File: src/rtl/poly1305_block_sequencer_pkg.sv
// Shared types and helpers for the Poly1305 block sequencer.
package poly1305_block_sequencer_pkg;

  localparam int BLOCK_BYTES = 16;
  localparam int BLOCK_BITS  = BLOCK_BYTES * 8;

  typedef enum logic [3:0] {
    S_IDLE,
    S_KICK,
    S_AAD_IN,
    S_AAD_OUT,
    S_AAD_WAIT,
    S_PLD_IN,
    S_PLD_OUT,
    S_PLD_WAIT,
    S_LEN_OUT,
    S_LEN_WAIT,
    S_TAG_WAIT,
    S_DONE,
    S_ERR
  } state_t;

  typedef enum logic [1:0] {
    ERR_CFG        = 2'd0,
    ERR_EARLY_LAST = 2'd1,
    ERR_NO_LAST    = 2'd2,
    ERR_TIMEOUT    = 2'd3
  } err_code_t;

  // Byte-enable mask with the low n bytes set (n saturates at BLOCK_BYTES).
  function automatic logic [BLOCK_BYTES-1:0] keep_from_count(input logic [4:0] n);
    logic [BLOCK_BYTES-1:0] k;
    for (int i = 0; i < BLOCK_BYTES; i++) k[i] = (5'(i) < n);
    return k;
  endfunction

endpackage

File: src/rtl/poly1305_block_sequencer_block_masker.sv
// Turns a remaining-byte count into a block keep mask and zeroes the
// bytes past the end of the segment (pad16 zero fill).
module poly1305_block_sequencer_block_masker
  import poly1305_block_sequencer_pkg::*;
(
  input  logic [31:0]            rem,
  input  logic [BLOCK_BITS-1:0]  data_in,
  output logic [4:0]             count,
  output logic [BLOCK_BYTES-1:0] keep,
  output logic [BLOCK_BITS-1:0]  data_out
);

  // Bytes carried by this beat: min(rem, 16).
  always_comb count = (rem >= 32'(BLOCK_BYTES)) ? 5'(BLOCK_BYTES) : rem[4:0];

  assign keep = keep_from_count(count);

  for (genvar i = 0; i < BLOCK_BYTES; i++) begin : g_byte
    assign data_out[8*i +: 8] = keep[i] ? data_in[8*i +: 8] : 8'h00;
  end

endmodule

File: src/rtl/poly1305_block_sequencer.sv
// Sequences one ChaCha20-Poly1305 MAC message: AAD blocks, payload blocks,
// then the length block, each gated on the engine's per-block done pulse.
module poly1305_block_sequencer
  import poly1305_block_sequencer_pkg::*;
#(
  parameter int TIMEOUT_CYCLES = 1024
) (
  input  logic                   clk,
  input  logic                   rst_n,
  input  logic                   start,
  input  logic                   abort,
  input  logic [31:0]            aad_len,
  input  logic [31:0]            pld_len,
  input  logic                   in_valid,
  output logic                   in_ready,
  input  logic [BLOCK_BITS-1:0]  in_data,
  input  logic                   in_last,
  output logic                   adp_start,
  output logic                   adp_algo_sel,
  output logic                   aad_valid,
  input  logic                   aad_ready,
  output logic [BLOCK_BITS-1:0]  aad_data,
  output logic [BLOCK_BYTES-1:0] aad_keep,
  output logic                   pld_valid,
  input  logic                   pld_ready,
  output logic [BLOCK_BITS-1:0]  pld_data,
  output logic [BLOCK_BYTES-1:0] pld_keep,
  output logic                   len_valid,
  input  logic                   len_ready,
  output logic [BLOCK_BITS-1:0]  len_block,
  input  logic                   aad_done,
  input  logic                   pld_done,
  input  logic                   lens_done,
  input  logic [BLOCK_BITS-1:0]  tag_in,
  input  logic                   tag_in_valid,
  output logic [BLOCK_BITS-1:0]  tag_out,
  output logic                   tag_valid,
  output logic                   busy,
  output logic                   err,
  output logic [1:0]             err_code
);

  state_t                 state, nxt;
  logic [31:0]            aad_len_q, pld_len_q, aad_rem, pld_rem, wd;
  logic [31:0]            seg_rem, rem_after;
  logic [4:0]             blk_cnt;
  logic [BLOCK_BYTES-1:0] blk_keep;
  logic [BLOCK_BITS-1:0]  blk_data;
  logic                   waiting, wd_hit, last_due, take, err_set;
  err_code_t              err_nxt;

  assign seg_rem   = (state == S_PLD_IN) ? pld_rem : aad_rem;
  assign rem_after = seg_rem - 32'(blk_cnt);
  // The beat that must carry in_last: end of payload, or end of AAD when there is no payload.
  assign last_due  = (rem_after == '0) && ((state == S_PLD_IN) || (pld_rem == '0));

  poly1305_block_sequencer_block_masker u_masker (
    .rem      (seg_rem),
    .data_in  (in_data),
    .count    (blk_cnt),
    .keep     (blk_keep),
    .data_out (blk_data)
  );

  assign waiting      = (state == S_AAD_WAIT) || (state == S_PLD_WAIT) ||
                        (state == S_LEN_WAIT) || (state == S_TAG_WAIT);
  assign wd_hit       = waiting && (wd == 32'(TIMEOUT_CYCLES - 1));
  assign in_ready     = (state == S_AAD_IN) || (state == S_PLD_IN);
  assign adp_algo_sel = 1'b1;

  // Next-state, error decode and block-capture strobe.
  always_comb begin
    nxt     = state;
    err_set = 1'b0;
    err_nxt = ERR_CFG;
    take    = 1'b0;
    case (state)
      S_IDLE: if (start) begin
        if (aad_len == '0) err_set = 1'b1;
        else               nxt = S_KICK;
      end
      S_KICK: nxt = S_AAD_IN;
      S_AAD_IN, S_PLD_IN: if (in_valid) begin
        if (in_last && rem_after != '0) begin
          err_set = 1'b1; err_nxt = ERR_EARLY_LAST; nxt = S_ERR;
        end else if (!in_last && last_due) begin
          err_set = 1'b1; err_nxt = ERR_NO_LAST; nxt = S_ERR;
        end else begin
          take = 1'b1;
          nxt  = (state == S_AAD_IN) ? S_AAD_OUT : S_PLD_OUT;
        end
      end
      S_AAD_OUT: if (aad_ready) nxt = S_AAD_WAIT;
      S_PLD_OUT: if (pld_ready) nxt = S_PLD_WAIT;
      S_AAD_WAIT: begin
        if (aad_done)    nxt = (aad_rem != '0) ? S_AAD_IN :
                               (pld_rem != '0) ? S_PLD_IN : S_LEN_OUT;
        else if (wd_hit) begin err_set = 1'b1; err_nxt = ERR_TIMEOUT; nxt = S_ERR; end
      end
      S_PLD_WAIT: begin
        if (pld_done)    nxt = (pld_rem != '0) ? S_PLD_IN : S_LEN_OUT;
        else if (wd_hit) begin err_set = 1'b1; err_nxt = ERR_TIMEOUT; nxt = S_ERR; end
      end
      S_LEN_OUT: if (len_ready) nxt = S_LEN_WAIT;
      S_LEN_WAIT: begin
        if (lens_done)   nxt = S_TAG_WAIT;
        else if (wd_hit) begin err_set = 1'b1; err_nxt = ERR_TIMEOUT; nxt = S_ERR; end
      end
      S_TAG_WAIT: begin
        if (tag_in_valid) nxt = S_DONE;
        else if (wd_hit)  begin err_set = 1'b1; err_nxt = ERR_TIMEOUT; nxt = S_ERR; end
      end
      S_DONE, S_ERR: nxt = S_IDLE;
      default: nxt = S_IDLE;
    endcase
    // Abort beats any handshake or error in the same cycle.
    if (abort && state != S_IDLE) begin
      nxt     = S_IDLE;
      err_set = 1'b0;
      take    = 1'b0;
    end
  end

  // State register and watchdog; the watchdog restarts on every state change.
  always_ff @(posedge clk or negedge rst_n) begin
    if (!rst_n) begin
      state <= S_IDLE;
      wd    <= '0;
    end else begin
      state <= nxt;
      wd    <= (nxt != state || !waiting) ? '0 : wd + 32'd1;
    end
  end

  // Length latches and per-segment remaining-byte counters.
  always_ff @(posedge clk or negedge rst_n) begin
    if (!rst_n) begin
      aad_len_q <= '0;
      pld_len_q <= '0;
      aad_rem   <= '0;
      pld_rem   <= '0;
    end else if (state == S_IDLE && nxt == S_KICK) begin
      aad_len_q <= aad_len;
      pld_len_q <= pld_len;
      aad_rem   <= aad_len;
      pld_rem   <= pld_len;
    end else if (take) begin
      if (state == S_AAD_IN) aad_rem <= rem_after;
      else                   pld_rem <= rem_after;
    end
  end

  // Masked block registers; data/keep hold until the next accepted beat.
  always_ff @(posedge clk or negedge rst_n) begin
    if (!rst_n) begin
      aad_valid <= 1'b0;
      aad_data  <= '0;
      aad_keep  <= '0;
      pld_valid <= 1'b0;
      pld_data  <= '0;
      pld_keep  <= '0;
    end else begin
      aad_valid <= (nxt == S_AAD_OUT);
      pld_valid <= (nxt == S_PLD_OUT);
      if (take && state == S_AAD_IN) begin
        aad_data <= blk_data;
        aad_keep <= blk_keep;
      end
      if (take && state == S_PLD_IN) begin
        pld_data <= blk_data;
        pld_keep <= blk_keep;
      end
    end
  end

  // Engine kick, length block, tag capture, busy and error reporting.
  always_ff @(posedge clk or negedge rst_n) begin
    if (!rst_n) begin
      adp_start <= 1'b0;
      busy      <= 1'b0;
      len_valid <= 1'b0;
      len_block <= '0;
      tag_valid <= 1'b0;
      tag_out   <= '0;
      err       <= 1'b0;
      err_code  <= '0;
    end else begin
      adp_start <= (nxt == S_KICK);
      busy      <= (nxt != S_IDLE);
      len_valid <= (nxt == S_LEN_OUT);
      if (nxt == S_LEN_OUT && state != S_LEN_OUT)
        len_block <= {32'h0, pld_len_q, 32'h0, aad_len_q};
      tag_valid <= (state == S_TAG_WAIT) && (nxt == S_DONE);
      if (state == S_TAG_WAIT && nxt == S_DONE) tag_out <= tag_in;
      err <= err_set;
      if (err_set) err_code <= err_nxt;
    end
  end

endmodule

File: config.mk
export PLATFORM = sky130hd
export DESIGN_NAME = poly1305_block_sequencer
export DESIGN_NICKNAME = d
export VERILOG_FILES = /design/src/rtl/poly1305_block_sequencer_pkg.sv /design/src/rtl/poly1305_block_sequencer_block_masker.sv /design/src/rtl/poly1305_block_sequencer.sv
export SDC_FILE = /design/constraint.sdc
export NUM_CORES = 1
export LEC_CHECK = 0
export CAP_MARGIN = 20
export CORE_AREA = 2 2 346 348
export CTS_BUF_LIST = sky130_fd_sc_hd__clkbuf_8
export CTS_CLUSTER_DIAMETER = 30
export DETAILED_ROUTE_END_ITERATION = 12
export DIE_AREA = 0 0 348 350
export PLACE_DENSITY_LB_ADDON = 0.25
export SYNTH_ARGS = -nofsm -noshare
export SYNTH_HDL_FRONTEND = slang
export SYNTH_SLANG_ARGS = --single-unit
File: constraint.sdc
create_clock -name clk -period 9.4 [get_ports clk]
set_input_delay 0.94 -clock clk [delete_from_list [all_inputs] [get_ports clk]]
set_output_delay 0.94 -clock clk [all_outputs]
set_load 0.02 [all_outputs]
==> results <==
- The run finished with clean final reports.
- The final period demand of the worst path is 7817 ps.
- The number of buffers inserted during clock tree synthesis is 183.
- Once detail routing completed, the nets flagged for antenna violations numbered 0.
- The floorplan step defined a core boundary enclosing 117,800 sq um.
- Setup violations remaining at the end of the flow were counted as 0.
- After the last flow step, the layout net total stands at 3,895.
- For this run, the leading register cell type out of synthesis is dfrtp_1.
- The cell area that synthesis handed to floorplanning was 28,230 sq um.
- Of the total synthesized cell area, the portion taken by full adders, half adders and majority gates is 0.08864%.
- Measured against the total synthesized area, the mux share comes to 11.14%.
- The setup TNS is 0 ps.
- The largest buffer count on any clock path is 3.
- The root cell of the clock tree is clkbuf_8.
- After synthesis, the cell types taking the most area are dfrtp_1 58%, nand2_1 9.0%, o21ai_0 5.5%, mux2_4 4.8%, mux2_2 4.1%.
- Once placement finished, the instance area stood at 37,830 sq um.
- The die is 350 um tall.
- The slowest stage of the critical path is the or4_4 cell.
- The number of vias per cell is 4.437.
- Entering global routing, the biggest net connects 145 pins.
- The clock transition time at the flip-flop clock pins of the worst setup and hold paths is 50 ps.
- The tightest min-delay check is of the reg -> reg type.
- The final design utilization is 35.67%.
- In this design, the critical path's most frequently occurring cell is nand2_1.
- The detail-routed net length per standard cell is 22.49 um.
- The first-pass GRT wire length is 168,500 um.
- Along the worst path, the maximum fanout reaches 54.
- Once the floorplan was initialized, standard cells occupied 23.97% of the core.
- The transition at the pin with the smallest max-transition slack is 1028 ps.
- Summed over all layers, the global routing overflow is 0.
- The final route contains 23.32k vias.
- The sort of element at the end of the critical path is a flip-flop.
- In this run the static leakage power is 19.02 nW.
- In this run, the number of DRC markers left after iteration 0 of detailed routing was 1,605.
- The via count of the first global-routing pass was 23.46k.
- The upper clock frequency limit is 127.9 MHz.
- The initial antenna violation count came to 28.
- The biggest cell delay along the critical path is 850 ps.
- The number of enable-type register cells in the synthesized netlist is 0.
- The worst setup slack after placement is 1582 ps.
- TritonCTS built the clock tree.
- The total power after layout is 14.84 mW.
- The H-tree was split into 4 levels.
- Power spread over the standard cell area amounts to 353.2 nW/um^2.
- The worst-case headroom to the max-slew limit is 31.45%.
- After synthesis, the share of flip-flops with an asynchronous set or reset is 100.0%.
- The compound-gate portion of the synthesized area is 9.724%.
- In this run the count of I/O pins placed on the die edge is 888.
- Synthesis inferred 653 register bits.
- The synthesized area per cell is 10.57 sq um.
- For the worst setup path, the data arrival time is 8560 ps.
- The global-route total usage across every layer is 19.03%.
- The slack of the critical path is 1583 ps.
- dfrtp_1 takes more of the synthesized area than any other cell.
- The type of element launching the critical path is a flip-flop.
- Setup repair after global routing left no endpoint under its margin.
- The post-route standard cell area excluding fillers is 42,010 sq um.
- Fill cells in the final layout number 11.86k.
- The max-capacitance violation count is 0.
- Summing the areas of all and, or, nand and nor instances in the mapped netlist gives 15.11% of the synthesized area.
- The later-pin clock latency in the skew report is 920 ps.
- Walking the worst path, the cells encountered are nand4bb_2 -> nor4_1 -> o22a_1 -> nand2_1 -> nand2_1 -> ha_1 -> o21a_1 -> o2111ai_1 -> a2111oi_0 -> nand4_1 -> or4_1 -> a41oi_1 -> or4_4 -> buf_4 -> mux2_1.
- Counting every instance in the synthesized netlist gives 2,670.
- The data required time of the worst path is 10,140 ps.
- The post-detailed-route DRC marker count is 0.
- The critical path is of the reg -> reg type.
- The number of rows in the core area is 126.
- The global placement routability congestion is 0.8719.
- nand2_1 is the most common cell in the netlist.
- Cells with a size suffix above 1 make up 15.22% of the layout.
- After clock tree synthesis, the setup repair step added 0 buffers.
- Across the VDD grid, the largest voltage drop is 0.0001600 V.
- The number of buffers and inverters on the critical path is 1.
- By count the netlist is led by 677 x nand2_1, 653 x dfrtp_1, 309 x o21ai_0.
- The area growth from synthesis to final layout is 48.82%.
- The HPWL after detailed placement is 87,880 um.
- CTS saw 653 sinks.
- The floorplan step set the die width to 348 um.
- The post-synthesis xor/xnor area fraction is 1.768%.
- The dominant combinational cell family by area after synthesis is simple AND/OR/NAND/NOR gates.
- The number of distinct library cells after synthesis is 75.
- The final-report max-slew violation count is 0.
- The die outline area is 121,800 sq um.
- The number of warnings reported in the yosys synthesis log is 0.
- The number of optimization iterations in the first detailed-route pass is 5.
- For this block, the routed nets add up to 118,200 um of wire.
- The share of synthesized area occupied by flip-flops and latches is 57.88%.
- Buffers placed on the I/O ports in this run total 822.
- Clock skew on the completed layout was measured at 65.18 ps.
- The top-area cell type share of the netlist area is 57.88%.
- The final critical path takes up 83.16% of the cycle.
- The final number of hold-violating endpoints is 0.
- The kind of cell with the highest combined delay along the critical path is simple AND/OR/NAND/NOR gates.
-- flip-flops by register name, summed over array words and instances (netlist names), 2 cells and up --
register / cells
aad_data: 128
pld_data: 128
tag_out: 128
len_block: 64
aad_len_q: 32
aad_rem: 32
pld_len_q: 32
pld_rem: 32
wd: 32
aad_keep: 16
pld_keep: 16
state: 4
err_code: 2
-- power by group --
group	leakage (nW)	total, mW	internal (mW)	switching, mW
Combinational	8.53	5.88	2.59	3.29
Clock	2.22	4.20	2.60	1.60
Sequential	8.26	4.75	3.95	0.799
-- worst reg2reg max path, cell delays in order (launching register included) --
cell,delay (ps)
dfrtp_1,770
nand4bb_2,800
nor4_1,670
o22a_1,340
nand2_1,660
nand2_1,240
ha_1,200
o21a_1,130
o2111ai_1,90
a2111oi_0,480
nand4_1,270
or4_1,770
a41oi_1,510
or4_4,860
buf_4,540
mux2_1,360
-- worst paths after layout --
kind,from,cells past startpoint,slack [ps],end
setup / recovery,state[0],15,1580,tag_out[125]
hold / removal,pld_len_q[27],2,470,pld_len_q[27]
setup reg to reg,state[0],15,1580,tag_out[125]
hold reg to reg,pld_len_q[27],2,470,pld_len_q[27]
max in group asynchronous,rst_n,4,6490,aad_len_q[11]
min in group asynchronous,rst_n,2,710,pld_data[8]
-- layout make-up --
class                           instances  area, sq um  share of cell area, %
Sequential cell                       653        16340                  38.90
Multi-Input combinational cell       1858        11000                  26.19
Timing Repair Buffer                  856         8573                  20.41
Clock buffer                          219         3014                  7.175
Tap cell                             1536         1922                  4.575
Clock inverter                        111         1092                  2.600
Antenna cell                           14        35.03                0.08339
Inverter                                8        31.28                0.07446
-- cells by family (layout without fill, tap and decap cells) --
family / after synthesis / after routing
and+or+nand+nor: 1015 / 1015
DFF: 653 / 653
AOI/OAI and AO/OA: 464 / 464
muxes: 254 / 254
buffers and inverters: 223 / 1194
xor gates and xnor gates: 57 / 57
adders and majority gates: 2 / 2
other: 2 / 80
-- routing by layer --
metal  vias up  share of wire, %  global-route usage, %  wire (um)
li1      10880                 -                      -          -
met1     11400                40                  22.21      46750
met2       818                48                  30.75      56890
met3       196               9.1                  7.782      10710
met4        22               3.1                  8.190       3679
met5         -              0.14                      0        160
-- through the flow --
| step | std cells | hold WS (ps) |
|---|---|---|
| 6_report | 5255 | 466.7 |
| 4_1_cts | 5240 | 470.2 |
| 3_5_place_dp | 4909 | 457.3 |
| 5_1_grt | 5251 | 477.0 |
| 3_3_place_gp | 4909 | 455.8 |
| 2_1_floorplan | 2734 | 440.1 |
-- cells in the final DEF (no fill, tap or decap), types with 7 or more instances in the layout --
cell and instances:
a21oi_1 34, a221o_1 12, a31oi_1 7, and3_1 13
buf_4 27, bufinv_16 17, clkbuf_8 219, clkdlybuf4s50_1 821
clkinv_2 34, clkinvlp_4 12, conb_1 66, dfrtp_1 653
diode_2 14, inv_1 42, inv_12 7, mux2_1 19
mux2_2 102, mux2_4 90, mux2i_1 43, nand2_1 677
nand2b_1 8, nand3_1 40, nand4_1 12, nor2_1 151
nor2b_1 8, nor3_1 25, nor4_1 33, o211ai_1 13
o21ai_0 303, o21ai_1 9, o221a_2 16, o22ai_1 16
or4_1 14, xnor2_1 25, xor2_1 32
-- timing repair --
| item | 4_1_cts | 5_1_grt |
|---|---|---|
| endpoints found under the hold margin | 20 | 0 |
| gates resized for setup | 0 | 0 |
| hold buffers | 1 | 0 |
No activity file was read; power rests on OpenSTA's default activity.
